[config.mk]
export PLATFORM = sky130hd
export DESIGN_NAME = present_sbox_layer_masked_flat
export DESIGN_NICKNAME = d
export VERILOG_FILES = /design/src/rtl/present_sbox_pkg.sv /design/src/rtl/present_sbox_layer_masked_if.sv /design/src/rtl/present_sbox_slice_masked.sv /design/src/rtl/present_sbox_layer_masked.sv /design/src/flat_wrapper.sv
export SDC_FILE = /design/constraint.sdc
export NUM_CORES = 2
export LEC_CHECK = 0
export BUFFER_PORTS_ARGS = -buffer_cell sky130_fd_sc_hd__buf_2
export CELL_PAD_IN_SITES_DETAIL_PLACEMENT = 1
export CELL_PAD_IN_SITES_GLOBAL_PLACEMENT = 2
export CORE_MARGIN = 4
export CORE_UTILIZATION = 39
export DETAILED_ROUTE_END_ITERATION = 7
export GPL_ROUTABILITY_DRIVEN = 0
export PLACE_DENSITY = 0.8
export SLEW_MARGIN = 0
export SYNTH_ARGS = -nofsm -noshare
export SYNTH_HDL_FRONTEND = slang
export SYNTH_SLANG_ARGS = --single-unit
export TNS_END_PERCENT = 100
[constraint.sdc]
create_clock -name clk -period 2.5 [get_ports clk]
set_clock_uncertainty 0.1 [all_clocks]
set_input_delay 0.25 -clock clk [delete_from_list [all_inputs] [get_ports clk]]
set_output_delay 0.25 -clock clk [all_outputs]
set_load 0.01 [all_outputs]
[src/rtl/present_sbox_pkg.sv]
// rtl/present_sbox_pkg.sv - constants and share-domain helpers for the 3-share masked PRESENT S-box layer
package present_sbox_pkg;

   localparam int RW = 24;
   localparam int RQ = 12;

   // Entry i of the unmasked S-box sits at bits [4i+3:4i]: C,5,6,B,9,0,A,D,3,E,F,8,4,7,1,2.
   localparam logic [63:0] SBOX_TABLE = 64'h2174_8FE3_DA09_B65C;

   localparam logic [3:0] IN_AFF_CONST  = 4'h0;
   localparam logic [3:0] MID_AFF_CONST = 4'h7;
   localparam logic [3:0] OUT_AFF_CONST = 4'h0;

   typedef enum logic {Q_STAGE_G, Q_STAGE_F} q_stage_e;

   typedef logic [2:0][3:0] shares_t;

   // prod[k][i][j]: product k, cross term of share i of u with share j of v (remasked when i != j).
   typedef struct packed {
      logic [2:0][2:0][2:0] prod;
      shares_t              lin;
   } q12_reg_t;

   function automatic logic [3:0] sbox_ref(input logic [3:0] n);
      return SBOX_TABLE[4*n +: 4];
   endfunction

   function automatic shares_t aff_const(input shares_t s, input logic [3:0] c);
      shares_t t;
      t    = s;
      t[0] = s[0] ^ c;
      return t;
   endfunction

   // S = F o (G + 0x7): both G and F are quadratic with three AND terms each, nibble bits {x,y,z,w}.
   function automatic logic [3:0] q_lin(input q_stage_e stg, input logic [3:0] a);
      logic x, y, z, w;
      {x, y, z, w} = a;
      if (stg == Q_STAGE_G) return {y ^ z ^ w, y ^ z, x ^ z, w};
      return {y ^ z ^ w, x, y ^ z, z};
   endfunction

   function automatic logic [2:0] q_u(input q_stage_e stg, input logic [3:0] a);
      logic x, y, z, w;
      {x, y, z, w} = a;
      if (stg == Q_STAGE_G) return {y, x, y ^ z};
      return {y, z, x};
   endfunction

   function automatic logic [2:0] q_v(input q_stage_e stg, input logic [3:0] a);
      logic x, y, z, w;
      {x, y, z, w} = a;
      if (stg == Q_STAGE_G) return {z, y ^ z, w};
      return {w, w, w};
   endfunction

   function automatic logic [3:0] q_spread(input q_stage_e stg, input logic [2:0] p);
      if (stg == Q_STAGE_G) return {1'b0, 1'b0, p[0], p[1] ^ p[2]};
      return {p[0], p[1], p[0], p[2]};
   endfunction

   // Domain-oriented expansion: every cross term gets its own mask bit before the register.
   function automatic q12_reg_t q12_expand(input q_stage_e stg, input shares_t s,
                                           input logic [RQ-1:0] r);
      q12_reg_t        q;
      logic [2:0][2:0] u, v;
      int              idx;
      for (int i = 0; i < 3; i++) begin
         u[i]     = q_u(stg, s[i]);
         v[i]     = q_v(stg, s[i]);
         q.lin[i] = q_lin(stg, s[i]);
      end
      for (int k = 0; k < 3; k++) begin
         for (int i = 0; i < 3; i++) begin
            for (int j = 0; j < 3; j++) begin
               idx = (i + j == 0) ? 0 : (i + j - 1);
               q.prod[k][i][j] = (u[i][k] & v[j][k]) ^ ((i == j) ? 1'b0 : r[3*k + idx]);
            end
         end
      end
      q.lin[0][3] = q.lin[0][3] ^ r[9]  ^ r[10];
      q.lin[1][3] = q.lin[1][3] ^ r[10] ^ r[11];
      q.lin[2][3] = q.lin[2][3] ^ r[11] ^ r[9];
      return q;
   endfunction

   function automatic shares_t q12_compress(input q_stage_e stg, input q12_reg_t q);
      shares_t    o;
      logic [2:0] p;
      for (int i = 0; i < 3; i++) begin
         for (int k = 0; k < 3; k++) p[k] = ^q.prod[k][i];
         o[i] = q.lin[i] ^ q_spread(stg, p);
      end
      return o;
   endfunction

endpackage

[src/rtl/present_sbox_layer_masked_if.sv]
// rtl/present_sbox_layer_masked_if.sv - share/randomness stream bundle for the masked S-box layer
interface present_sbox_layer_masked_if #(parameter int NSBOX = 16) ();

   localparam int W = 4 * NSBOX;

   logic [W-1:0]                          in1_i, in2_i, in3_i;
   logic                                  in_valid_i;
   logic                                  in_ready_o;
   logic [present_sbox_pkg::RW*NSBOX-1:0] r_i;
   logic [W-1:0]                          out1_o, out2_o, out3_o;
   logic                                  out_valid_o;
   logic                                  out_ready_i;

   modport slave (
      input  in1_i, in2_i, in3_i, in_valid_i, r_i, out_ready_i,
      output in_ready_o, out1_o, out2_o, out3_o, out_valid_o
   );

   modport master (
      output in1_i, in2_i, in3_i, in_valid_i, r_i, out_ready_i,
      input  in_ready_o, out1_o, out2_o, out3_o, out_valid_o
   );

endinterface

[src/rtl/present_sbox_slice_masked.sv]
// rtl/present_sbox_slice_masked.sv - one 3-share PRESENT S-box slice, five register stages gated by adv_i
module present_sbox_slice_masked
   import present_sbox_pkg::*;
(
   input  logic          clk,
   input  logic          rst_i,
   input  logic          adv_i,
   input  logic [3:0]    in1_i,
   input  logic [3:0]    in2_i,
   input  logic [3:0]    in3_i,
   input  logic [RW-1:0] r_i,
   output logic [3:0]    out1_o,
   output logic [3:0]    out2_o,
   output logic [3:0]    out3_o
);

   shares_t  s1_d, s1_q, s3_d, s3_q, s5_d, s5_q, out_sh;
   q12_reg_t s2_d, s2_q, s4_d, s4_q;

   assign s1_d   = aff_const({in3_i, in2_i, in1_i}, IN_AFF_CONST);
   assign s2_d   = q12_expand(Q_STAGE_G, s1_q, r_i[RQ-1:0]);
   assign s3_d   = aff_const(q12_compress(Q_STAGE_G, s2_q), MID_AFF_CONST);
   assign s4_d   = q12_expand(Q_STAGE_F, s3_q, r_i[RW-1:RQ]);
   assign s5_d   = q12_compress(Q_STAGE_F, s4_q);
   assign out_sh = aff_const(s5_q, OUT_AFF_CONST);

   // A stalled cycle must not consume randomness, so every stage shares the one enable.
   always_ff @(posedge clk) begin
      if (!rst_i) begin
         s1_q <= '0;
         s2_q <= '0;
         s3_q <= '0;
         s4_q <= '0;
         s5_q <= '0;
      end else if (adv_i) begin
         s1_q <= s1_d;
         s2_q <= s2_d;
         s3_q <= s3_d;
         s4_q <= s4_d;
         s5_q <= s5_d;
      end
   end

   assign out1_o = out_sh[0];
   assign out2_o = out_sh[1];
   assign out3_o = out_sh[2];

endmodule

[src/rtl/present_sbox_layer_masked.sv]
// rtl/present_sbox_layer_masked.sv - NSBOX parallel masked S-box slices with valid/ready and global stall
module present_sbox_layer_masked
   import present_sbox_pkg::*;
#(
   parameter int NSBOX = 16
) (
   input  logic                        clk,
   input  logic                        rst_i,
   present_sbox_layer_masked_if.slave  bus
);

   localparam int W = 4 * NSBOX;

   logic [4:0]   v_q, v_d;
   logic         adv;
   logic [W-1:0] out1, out2, out3;

   assign adv            = bus.out_ready_i | ~v_q[4];
   assign bus.in_ready_o = adv;
   assign v_d            = {v_q[3:0], bus.in_valid_i & adv};

   always_ff @(posedge clk) begin
      if (!rst_i) begin
         v_q <= '0;
      end else if (adv) begin
         v_q <= v_d;
      end
   end

   for (genvar k = 0; k < NSBOX; k++) begin : g_slice
      present_sbox_slice_masked u_slice (
         .clk    (clk),
         .rst_i  (rst_i),
         .adv_i  (adv),
         .in1_i  (bus.in1_i[4*k +: 4]),
         .in2_i  (bus.in2_i[4*k +: 4]),
         .in3_i  (bus.in3_i[4*k +: 4]),
         .r_i    (bus.r_i[RW*k +: RW]),
         .out1_o (out1[4*k +: 4]),
         .out2_o (out2[4*k +: 4]),
         .out3_o (out3[4*k +: 4])
      );
   end

   // Shares are gated only by the public valid bit; they are never combined here.
   assign bus.out1_o      = out1 & {W{v_q[4]}};
   assign bus.out2_o      = out2 & {W{v_q[4]}};
   assign bus.out3_o      = out3 & {W{v_q[4]}};
   assign bus.out_valid_o = v_q[4];

endmodule

[src/flat_wrapper.sv]
// flat-port wrapper written by rule: the top's interface ports become plain ports
module present_sbox_layer_masked_flat import present_sbox_pkg::*;
#(
   parameter int NSBOX = 16
)
  (clk, rst_i, bus_in1_i, bus_in2_i, bus_in3_i, bus_in_valid_i, bus_r_i, bus_out_ready_i, bus_in_ready_o, bus_out1_o, bus_out2_o, bus_out3_o, bus_out_valid_o);
  present_sbox_layer_masked_if #(.NSBOX(NSBOX)) bus_i ();
  input  logic clk;
  input  logic rst_i;
  input wire logic [$bits(bus_i.in1_i)-1:0] bus_in1_i;
  input wire logic [$bits(bus_i.in2_i)-1:0] bus_in2_i;
  input wire logic [$bits(bus_i.in3_i)-1:0] bus_in3_i;
  input wire logic [$bits(bus_i.in_valid_i)-1:0] bus_in_valid_i;
  input wire logic [$bits(bus_i.r_i)-1:0] bus_r_i;
  input wire logic [$bits(bus_i.out_ready_i)-1:0] bus_out_ready_i;
  output wire logic [$bits(bus_i.in_ready_o)-1:0] bus_in_ready_o;
  output wire logic [$bits(bus_i.out1_o)-1:0] bus_out1_o;
  output wire logic [$bits(bus_i.out2_o)-1:0] bus_out2_o;
  output wire logic [$bits(bus_i.out3_o)-1:0] bus_out3_o;
  output wire logic [$bits(bus_i.out_valid_o)-1:0] bus_out_valid_o;
  assign bus_i.in1_i = bus_in1_i;
  assign bus_i.in2_i = bus_in2_i;
  assign bus_i.in3_i = bus_in3_i;
  assign bus_i.in_valid_i = bus_in_valid_i;
  assign bus_i.r_i = bus_r_i;
  assign bus_i.out_ready_i = bus_out_ready_i;
  assign bus_in_ready_o = bus_i.in_ready_o;
  assign bus_out1_o = bus_i.out1_o;
  assign bus_out2_o = bus_i.out2_o;
  assign bus_out3_o = bus_i.out3_o;
  assign bus_out_valid_o = bus_i.out_valid_o;
  present_sbox_layer_masked #(.NSBOX(NSBOX)) u_core (.clk(clk), .rst_i(rst_i), .bus(bus_i));
endmodule
==> flow_metrics.py <==
metrics = {
    "synthesis": {
        "synth_warnings": 0,
        "synth_flop_cell": "dfxtp_1",
        "seq_area_frac_synth": 0.426,
        "synth.most_common_cell": "nand2_1",
        "async_flop_share": 0,
        "syn-cell-area_mm2": 0.0860,
        "synth_fa_ha_area_frac": 0.0140,
        "syn_nets": 10400,
        "synth_top_cell_by_area": "dfxtp_1",
        "synth_xor_area_frac": 0.186,
        "synth_cell_types": 22,
        "synth_top_family_by_area": "XOR/XNOR gates",
        "synth.area.mux_share": 0,
        "synth_simple_gate_area_frac": 0.157,
        "yosys-top-cells-count": "2,775 x nand2_1, 1,829 x dfxtp_1, 942 x xnor2_1",
        "synth_top_area_share": 0.426,
        "ys_top_cells_by_area": "dfxtp_1 43%, nand2_1 12%, xnor2_1 9.6%",
        "synth_compound_area_frac": 0.181,
        "syn_inst": 9690,
        "synth_edf_count": 0,
        "synth_area_per_cell_um2": 8.88,
        "synth.ff_latch_count": 1829,
    },
    "drt": {
        "drt-pass1-iter-count": 5,
        "avgViaCountPerCell": 5.08,
        "vias": 70700,
        "drtIter0Drc": 3580,
        "ant_nets": 0,
        "post_drt_wl_per_cell_um": 20.2,
        "drc_errors": 0,
        "finalWirelength_mm": 281,
    },
    "placement": {
        "hpwl_mm": 189,
        "pre_cts_ws_ns": 0.283,
        "dp_cells": 12900,
        "port-buffer-count": 773,
    },
    "timing": {
        "worst_pin_slew_ns": 0.703,
        "setup_viol": 0,
        "drv_slew": 0,
        "post-route-min-period_ns": 2.45,
        "hold_viol": 0,
        "postLayoutSetupSlackWorst_ns": 0.0502,
        "fmax_ghz": 0.408,
        "rsz0062_at_grt": "true",
        "max-slew-margin-rel": 0.531,
        "period_share": 0.980,
        "holdWs_ns": 0.117,
    },
    "global_routing": {
        "gr-total-overflow": 0,
        "grt_pass1_wl_mm": 434,
        "grt_pass1_vias": 74200,
        "antenna_found_initial": 53,
        "grt_start_max_net_pins": 123,
        "track_usage": 0.237,
    },
    "pwr": {
        "ir_drop_mv": 0.616,
        "leakagePower_nw": 48.0,
        "power.total_w": 0.0779,
        "p_per_area_mw_per_mm2": 732,
    },
    "final_layout": {
        "area_growth_syn_to_layout_pct": 23.7,
        "fin_cells": 13900,
        "n_fill_cell": 25200,
        "layout.nets": 11500,
        "drive_gt1_frac": 0.125,
    },
    "clock_network": {
        "root_buffer": "clkbuf_16",
        "clk_latency_ns": 0.83,
        "cts_buffers": 203,
        "cts_tree": "built",
        "cts_sinks": 1829,
        "path_clk_slew_ns": 0.06,
        "cts_max_path_buffers": 3,
        "ctsHtreeMaxLevel": 4,
    },
    "worst_hold_path": {
        "hp-start": "bus_in1_i[37]",
        "hold_depth": 4,
        "hold_path_class": "input pin to flop",
        "holdPathEnd": "u_core.g_slice[9].u_slice.s1_q[1]$_SDFFE_PN0P_",
    },
    "floorplanning": {
        "coreArea_mm2": 0.220,
        "ioPinCount": 774,
        "fp.dieW_um": 478,
        "start_util": 0.392,
        "rows": 172,
        "die-area_mm2": 0.228,
        "fp.dieH_um": 478,
    },
    "critical_path": {
        "crit_fanout": 66,
        "rrSetupSlack_ns": 0.10,
        "worstSetupStartpointType": "flop",
        "arrival_ns": 2.10,
        "crit_required_ns": 2.15,
        "timing.rr.end": "u_core.g_slice[15].u_slice.s2_q[7]$_SDFFE_PN0P_",
        "crit_type": "flop to output pin",
        "worst_r2r_path_depth": 7,
        "r2r-start": "u_core.g_slice[15].u_slice.s1_q[6]$_SDFFE_PN0P_",
        "end_kind": "output pin",
    },
    "flow_run": {
        "maxCapViolations": 0,
    },
    "run_status": {
        "outcome": "finished, final reports clean",
    },
}
## metrics by stage
step           instance area, µm²   util  setup TNS, ns
6_report                   106000  0.485              0
5_1_grt                    106000  0.485        -0.0682
4_1_cts                    106000  0.484         -0.109
3_5_place_dp                93000  0.424              0
3_3_place_gp                93000  0.424              0
2_1_floorplan               86000      -              0
## cell families (layout without fill, tap and decap cells)
family | Yosys count | count (layout)
other | 0 | 31
buffers and inverters | 678 | 1994
adder cells (fa/ha/maj) | 96 | 96
XOR/XNOR | 1824 | 1824
AND/OR/NAND/NOR | 3338 | 3338
flip-flops | 1829 | 1829
AO/OA/AOI/OAI | 1925 | 1925
## layout by cell type (no fill, tap or decap), types with 213 or more instances in the layout
| cell type | netlist | routed |
|---|---|---|
| and2_1 | 242 | 216 |
| nand2_1 | 2775 | 2774 |
| o21ai_0 | 242 | 242 |
| clkbuf_16 | 0 | 213 |
| a21boi_0 | 655 | 655 |
| nand3_1 | 272 | 272 |
| o211a_1 | 800 | 800 |
| xor2_1 | 882 | 882 |
| xnor2_1 | 942 | 942 |
| dlygate4sd3_1 | 0 | 612 |
| buf_2 | 439 | 772 |
| dfxtp_1 | 1829 | 1817 |
## registers in the layout, indices dropped and copies added, names as in the netlist
name	count
u_core.g_slice.u_slice.s1_q	192
u_core.g_slice.u_slice.s4_q	624
u_core.g_slice.u_slice.s2_q	624
u_core.v_q	5
u_core.g_slice.u_slice.out1_o	64
u_core.g_slice.u_slice.out2_o	64
u_core.g_slice.u_slice.out3_o	64
u_core.g_slice.u_slice.s3_q	192
## repair_timing
action                     CTS  global route
gates cloned                 5             3
setup buffers               10             0
setup endpoints to repair  194            66
hold buffers               612             0
hold endpoints to repair   966             0
gates resized for setup     34            29
## worst max-delay path, cell delays in order, from the launching register on
cell and delay (ns):
dfxtp_4 0.36, buf_12 0.14, buf_16 0.24, and2_2 0.29
buf_2 0.15
## worst max-delay path by stage
stage,startpoint,endpoint,slack (ns),cells after the start
final,u_core.v_q[4]$_SDFFE_PN0P_,bus_out2_o[59],0.05,4
after floorplan,u_core.g_slice[0].u_slice.s1_q[9]$_SDFFE_PN0P_,u_core.g_slice[0].u_slice.s2_q[11]$_SDFFE_PN0P_,0.78,6
after CTS,u_core.v_q[4]$_SDFFE_PN0P_,bus_out2_o[6],-0.02,4
after global placement,bus_out_ready_i,u_core.g_slice[5].u_slice.s2_q[3]$_SDFFE_PN0P_,0.28,6
after global routing,u_core.v_q[4]$_SDFFE_PN0P_,bus_out2_o[59],-0.03,4
after detailed placement,bus_out_ready_i,u_core.g_slice[3].u_slice.s1_q[2]$_SDFFE_PN0P_,0.28,7
## report_power, final
part / leakage [nW] / internal, W / switching [W] / total, W
clock: 3.37 / 0.0179 / 0.0126 / 0.0305
sequential: 15.1 / 0.0321 / 0.00309 / 0.0351
combinational: 29.5 / 0.00627 / 0.00595 / 0.0122
total: 48.0 / 0.0563 / 0.0216 / 0.0779
## area by class of cell
type | instances | area, µm² | share of cell area
clock buffer | 310 | 6170 | 0.0580
tap | 2871 | 3590 | 0.0337
inverter | 1 | 20.0 | 0.000188
timing repair buffer | 1621 | 13000 | 0.122
timing repair inverter | 2 | 17.5 | 0.000165
sequential | 1829 | 36600 | 0.344
multi-input combinational | 7183 | 46300 | 0.435
antenna | 31 | 77.6 | 0.000729
clock inverter | 60 | 617 | 0.00580
## routing by layer
layer	GRT usage	wire length, µm	part of all wire
met4	0.0807	9770	0.035
met2	0.401	133000	0.47
met1	0.309	128000	0.46
met3	0.0330	10300	0.037
met5	0	82	0.00029
Note: power is estimated with default switching activity, not from simulation.
